[src/rtl/apb_master.sv]
// Command-driven APB master: queues host read/write commands in a small FIFO and
// runs each one through APB SETUP/ACCESS, returning one response beat per command.
module apb_master #(
    parameter int ADDR_WIDTH     = 8,
    parameter int DATA_WIDTH     = 8,
    parameter int FIFO_DEPTH     = 4,
    parameter int TIMEOUT_CYCLES = 4095
) (
    input  logic                  clk,
    input  logic                  rst,
    input  logic                  req_valid,
    output logic                  req_ready,
    input  logic                  req_write,
    input  logic [ADDR_WIDTH-1:0] req_addr,
    input  logic [DATA_WIDTH-1:0] req_wdata,
    output logic                  resp_valid,
    output logic [DATA_WIDTH-1:0] resp_rdata,
    output logic                  resp_err,
    output logic                  busy,
    output logic                  apb_write,
    output logic                  apb_sel,
    output logic                  apb_enable,
    output logic [ADDR_WIDTH-1:0] apb_addr,
    output logic [DATA_WIDTH-1:0] apb_wdata,
    input  logic                  apb_ready,
    input  logic [DATA_WIDTH-1:0] apb_rdata
);

    localparam int PTR_W   = $clog2(FIFO_DEPTH);
    localparam int CNT_W   = $clog2(TIMEOUT_CYCLES + 1);
    localparam int ENTRY_W = 1 + ADDR_WIDTH + DATA_WIDTH;
    localparam logic [CNT_W-1:0] TIMEOUT_VAL = CNT_W'(TIMEOUT_CYCLES);

    typedef enum logic [1:0] {
        ST_IDLE   = 2'd0,
        ST_SETUP  = 2'd1,
        ST_ACCESS = 2'd2
    } state_t;

    state_t               state_r;
    logic [ENTRY_W-1:0]   fifo_mem_r [FIFO_DEPTH];
    logic [PTR_W:0]       wr_ptr_r;
    logic [PTR_W:0]       rd_ptr_r;
    logic [CNT_W-1:0]     tmo_cnt_r;
    logic                 empty_s;
    logic                 full_s;
    logic                 push_s;
    logic                 pop_s;
    logic [ENTRY_W-1:0]   head_s;

    // FIFO status, handshake and busy; pointers carry an extra wrap bit
    always_comb begin
        empty_s   = (wr_ptr_r == rd_ptr_r);
        full_s    = (wr_ptr_r[PTR_W] != rd_ptr_r[PTR_W]) &&
                    (wr_ptr_r[PTR_W-1:0] == rd_ptr_r[PTR_W-1:0]);
        req_ready = !full_s && !rst;
        push_s    = req_valid && req_ready;
        pop_s     = (state_r == ST_IDLE) && !empty_s;
        busy      = !empty_s || (state_r != ST_IDLE);
        head_s    = fifo_mem_r[rd_ptr_r[PTR_W-1:0]];
    end

    // Command storage; contents need no reset since the pointers define validity
    always_ff @(posedge clk) begin
        if (push_s) begin
            fifo_mem_r[wr_ptr_r[PTR_W-1:0]] <= {req_write, req_addr, req_wdata};
        end
    end

    // FIFO pointers; reset flushes any queued commands
    always_ff @(posedge clk) begin
        if (rst) begin
            wr_ptr_r <= {(PTR_W + 1){1'b0}};
            rd_ptr_r <= {(PTR_W + 1){1'b0}};
        end else begin
            if (push_s) begin
                wr_ptr_r <= wr_ptr_r + (PTR_W + 1)'(1);
            end
            if (pop_s) begin
                rd_ptr_r <= rd_ptr_r + (PTR_W + 1)'(1);
            end
        end
    end

    // APB sequencer with registered bus and response outputs
    always_ff @(posedge clk) begin
        if (rst) begin
            state_r    <= ST_IDLE;
            tmo_cnt_r  <= {CNT_W{1'b0}};
            apb_sel    <= 1'b0;
            apb_enable <= 1'b0;
            apb_write  <= 1'b0;
            apb_addr   <= {ADDR_WIDTH{1'b0}};
            apb_wdata  <= {DATA_WIDTH{1'b0}};
            resp_valid <= 1'b0;
            resp_err   <= 1'b0;
            resp_rdata <= {DATA_WIDTH{1'b0}};
        end else begin
            resp_valid <= 1'b0;
            resp_err   <= 1'b0;
            case (state_r)
                ST_IDLE: begin
                    if (pop_s) begin
                        {apb_write, apb_addr, apb_wdata} <= head_s;
                        apb_sel    <= 1'b1;
                        apb_enable <= 1'b0;
                        state_r    <= ST_SETUP;
                    end
                end
                ST_SETUP: begin
                    apb_enable <= 1'b1;
                    tmo_cnt_r  <= {CNT_W{1'b0}};
                    state_r    <= ST_ACCESS;
                end
                ST_ACCESS: begin
                    // A ready on the expiry edge still counts as success
                    if (apb_ready) begin
                        resp_valid <= 1'b1;
                        resp_rdata <= apb_write ? {DATA_WIDTH{1'b0}} : apb_rdata;
                        apb_sel    <= 1'b0;
                        apb_enable <= 1'b0;
                        state_r    <= ST_IDLE;
                    end else if (tmo_cnt_r == TIMEOUT_VAL) begin
                        resp_valid <= 1'b1;
                        resp_err   <= 1'b1;
                        resp_rdata <= {DATA_WIDTH{1'b0}};
                        apb_sel    <= 1'b0;
                        apb_enable <= 1'b0;
                        state_r    <= ST_IDLE;
                    end else begin
                        tmo_cnt_r <= tmo_cnt_r + CNT_W'(1);
                    end
                end
                default: begin
                    apb_sel    <= 1'b0;
                    apb_enable <= 1'b0;
                    state_r    <= ST_IDLE;
                end
            endcase
        end
    end

endmodule

[config.mk]
export PLATFORM = sky130hd
export DESIGN_NAME = apb_master
export DESIGN_NICKNAME = d
export VERILOG_FILES = /design/src/rtl/apb_master.sv
export SDC_FILE = /design/constraint.sdc
export NUM_CORES = 1
export LEC_CHECK = 0
export ABC_AREA = 1
export CAP_MARGIN = 20
export CORE_MARGIN = 2
export CORE_UTILIZATION = 50
export DETAILED_ROUTE_END_ITERATION = 7
export PLACE_DENSITY = 0.77
export SYNTH_ARGS = -nofsm -noshare
export SYNTH_HDL_FRONTEND = slang
export SYNTH_SLANG_ARGS = --single-unit
[constraint.sdc]
create_clock -name clk -period 2.7 [get_ports clk]
set_input_delay 0.675 -clock clk [delete_from_list [all_inputs] [get_ports clk]]
set_output_delay 0.675 -clock clk [all_outputs]
set_load 0.005 [all_outputs]
==> out/qor.csv <==
stage,metric,value,unit
outcome,outcome,"complete, no violations",
clock_network,numCtsBuffers,17,
global_routing,grt_max_degree,38,
logic_synthesis,syn-num-nets,550,
global_routing,grtUsageTotal,21.82,%
sta,hold-worst-slack,477.4,ps
clock_network,clkLatencyLatePin,520,ps
routing,ant_nets,0,
worst_setup_path,start_kind,register,
logic_synthesis,yosysTopAreaCellShare,41.59,%
min_path,hold_depth,2,
clock_network,cts_root_buffer,clkbuf_8,
sta,clock_skew,7.229,ps
sta,setup_viol,0,
pwr,vdd_drop_max,844.6,µV
finish,fillers,799,
finish,final_nets,617,
clock_network,postCtsSetupRepairBufs,0,
finish,finalCoreUtilization,64.25,%
sta,hold_violations,0,
routing,via_per_inst,5.180,
worst_setup_path,path_class,reg -> out,
flow_run,drv_cap,0,
logic_synthesis,synth.avg_cell_area,9.533,µm²
sta,setup_tns,0,ps
logic_synthesis,netlist_top_cells_area,"edfxtp_1, dfxtp_1, nor2_1",
global_routing,grt_overflow,0,
global_routing,antenna_found_initial,0,
finish,antennaDiodeCount,0,
place,preCtsSetupSlack,159.8,ps
die,start_util,50.93,%
logic_synthesis,ys_seq_area_share,61.16,%
die,die_x,103.1,µm
sta,fmax,391.4,MHz
logic_synthesis,async_flop_share,0,%
worst_setup_path,r2r_setup_slack,390,ps
sta,layout_setup_ws,145.3,ps
place,place_congestion,0.8952,
clock_network,cts.sinks,116,
sta,drv_slew,0,
routing,vias,3771,
worst_setup_path,timing.rr.end,apb_addr[5],
logic_synthesis,yosysMostFrequentCell,nor2_1,
logic_synthesis,synthDistinctLibCells,35,
logic_synthesis,yosys-top-cells-count,"nor2_1, edfxtp_1, o21ai_0",
logic_synthesis,syn-instance-count,515,
min_path,worstHoldStart,resp_rdata[6],
place,port_buffers,59,
logic_synthesis,yosysWarningCount,0,
die,rows,36,
clock_network,clk_path_buf_depth,2,
clock_network,path_clk_slew,60,ps
routing,dr.first_iter.drc_count,229,
clock_network,cts_tree,yes,
pwr,power.density,937.4,mW/mm²
pwr,power_leakage,0.002372,µW
routing,drt_wl_total,10.89,mm
routing,dr.pass1.iters,4,
routing,drc_errors,0,
worst_setup_path,path_max_fanout,5,
sta,grt_setup_unrepaired,true,
worst_setup_path,cpMaxStageDelayCell,clkdlybuf4s50_1,
sta,period_minus_slack,2555,ps
place,place_hpwl,6.603,mm
logic_synthesis,yosysTopAreaCell,edfxtp_1,
logic_synthesis,synthFlopType,edfxtp_1,
worst_setup_path,reg2reg_depth,6,
min_path,min_to,resp_rdata[6],
sta,period_share,94.62,%
worst_setup_path,cp.required,2030,ps
die,die_height,103.1,µm
finish,layout-drive-gt1-share,11.09,%
finish,syn_to_final_growth,26.15,%
worst_setup_path,critPathMaxStageDelay,500,ps
clock_network,cts.htree.levels,4,
min_path,min_path_type,reg -> reg,
die,io_pins,60,
die,dieArea,0.01063,mm²
worst_setup_path,cp_cell_sequence,inv_1 -> nand2_1 -> nand2_1 -> nand3_1 -> nand2_1 -> inv_1 -> clkdlybuf4s50_1,
worst_setup_path,regToRegStartpoint,rd_ptr_r[0],
worst_setup_path,cp-end-kind,output pin,
routing,wl_per_cell,14.96,µm
worst_setup_path,crit_top_cell,nand2_1,
logic_synthesis,synth_edf_count,68,
global_routing,grt_pass1_wl,17.23,mm
logic_synthesis,synth_area,0.004910,mm²
worst_setup_path,cp_data_arrival_time,1880,ps
logic_synthesis,yosys_register_bits,116,
die,core,0.009639,mm²
sta,tightest_slew,969.3,ps
global_routing,grt_pass1_vias,3689,
sta,max_slew_margin,35.31,%
## worst max path at each step
| stage | start | end | slack [ps] |
|---|---|---|---|
| after floorplan | rst | fifo_mem_r[0][0] | 570 |
| after global placement | rst | req_ready | 150 |
| after detailed placement | rst | req_ready | 160 |
| after CTS | wr_ptr_r[0] | busy | 10 |
| after global routing | wr_ptr_r[1] | req_ready | -5 |
| final | wr_ptr_r[1] | req_ready | 150 |
## sequential cells by signal, summed over array words and instances, names as in the netlist
register,count
fifo_mem_r,68
tmo_cnt_r,12
apb_addr,8
apb_wdata,8
resp_rdata,8
rd_ptr_r,3
wr_ptr_r,3
apb_enable,1
apb_sel,1
apb_write,1
resp_err,1
resp_valid,1
state_r,1
## area by class of cell
class                           instances  area, µm²  area share, %
Multi-Input combinational cell        339       1625          26.24
Clock buffer                           17      414.1          6.687
Clock inverter                         15      153.9          2.485
Timing Repair Buffer                   69      665.6          10.75
Tap cell                              133      166.4          2.687
Sequential cell                       116       3005          48.53
Inverter                               39      162.7          2.626
## critical path, delay by kind of cell, from the launching register on
kind / cells / cell delay (ps)
DFF: 1 / 360
buffers and inverters: 3 / 650
and+or+nand+nor: 4 / 350
## what timing repair did
item | in CTS | in global routing
hold buffers | 0 | 0
setup endpoints to repair | 0 | 2
resized for setup | 0 | 4
## report_power, final
part | internal [µW] | switching [µW] | leakage [µW]
sequential | 2060 | 108 | 0.00101
combinational | 586 | 919 | 0.00108
clock | 1320 | 811 | 0.000283
total | 3970 | 1840 | 0.00237
## stage by stage
stage | cell area, µm² | cells | power [µW]
final | 6193 | 728 | 5805
after floorplan | 4910 | 515 | 3196
after global placement | 5615 | 696 | 3612
after global routing | 6193 | 728 | 6119
after detailed placement | 5615 | 696 | 3667
after CTS | 6183 | 728 | 5834
## cells by family (layout without fill, tap and decap cells)
kind of cell               count (synthesis)  count (layout)  share of synthesized area (%)
AOI/OAI and AO/OA                         91              91                          9.658
adders and majority gates                  6               6                          1.529
xor gates and xnor gates                   3               3                         0.6882
DFF                                      116             116                          61.16
and+or+nand+nor                          239             239                          21.08
buffers and inverters                     60             140                          5.887
## per-layer routing
metal / GRT usage (%) / up-vias / wire [µm]
li1: - / 1843 / -
met4: 10.12 / 0 / 136
met2: 37.01 / 129 / 5625
met3: 6.915 / 12 / 640
met5: 0 / - / 0
met1: 25.23 / 1787 / 4491
## cells in the final DEF, fill, tap and decap left out, drive strengths merged
master	n
a21oi	13
buf	10
bufinv	3
clkbuf	17
clkdlybuf4s50	59
clkinv	8
clkinvlp	1
dfxtp	48
edfxtp	68
ha	6
inv	42
nand2	68
nand3	30
nand4	3
nor2	135
nor3b	1
nor4	1
o21ai	75
o21bai	3
or2	1
xnor2	1
xor2	2
Power figures use the tool's default switching activity.
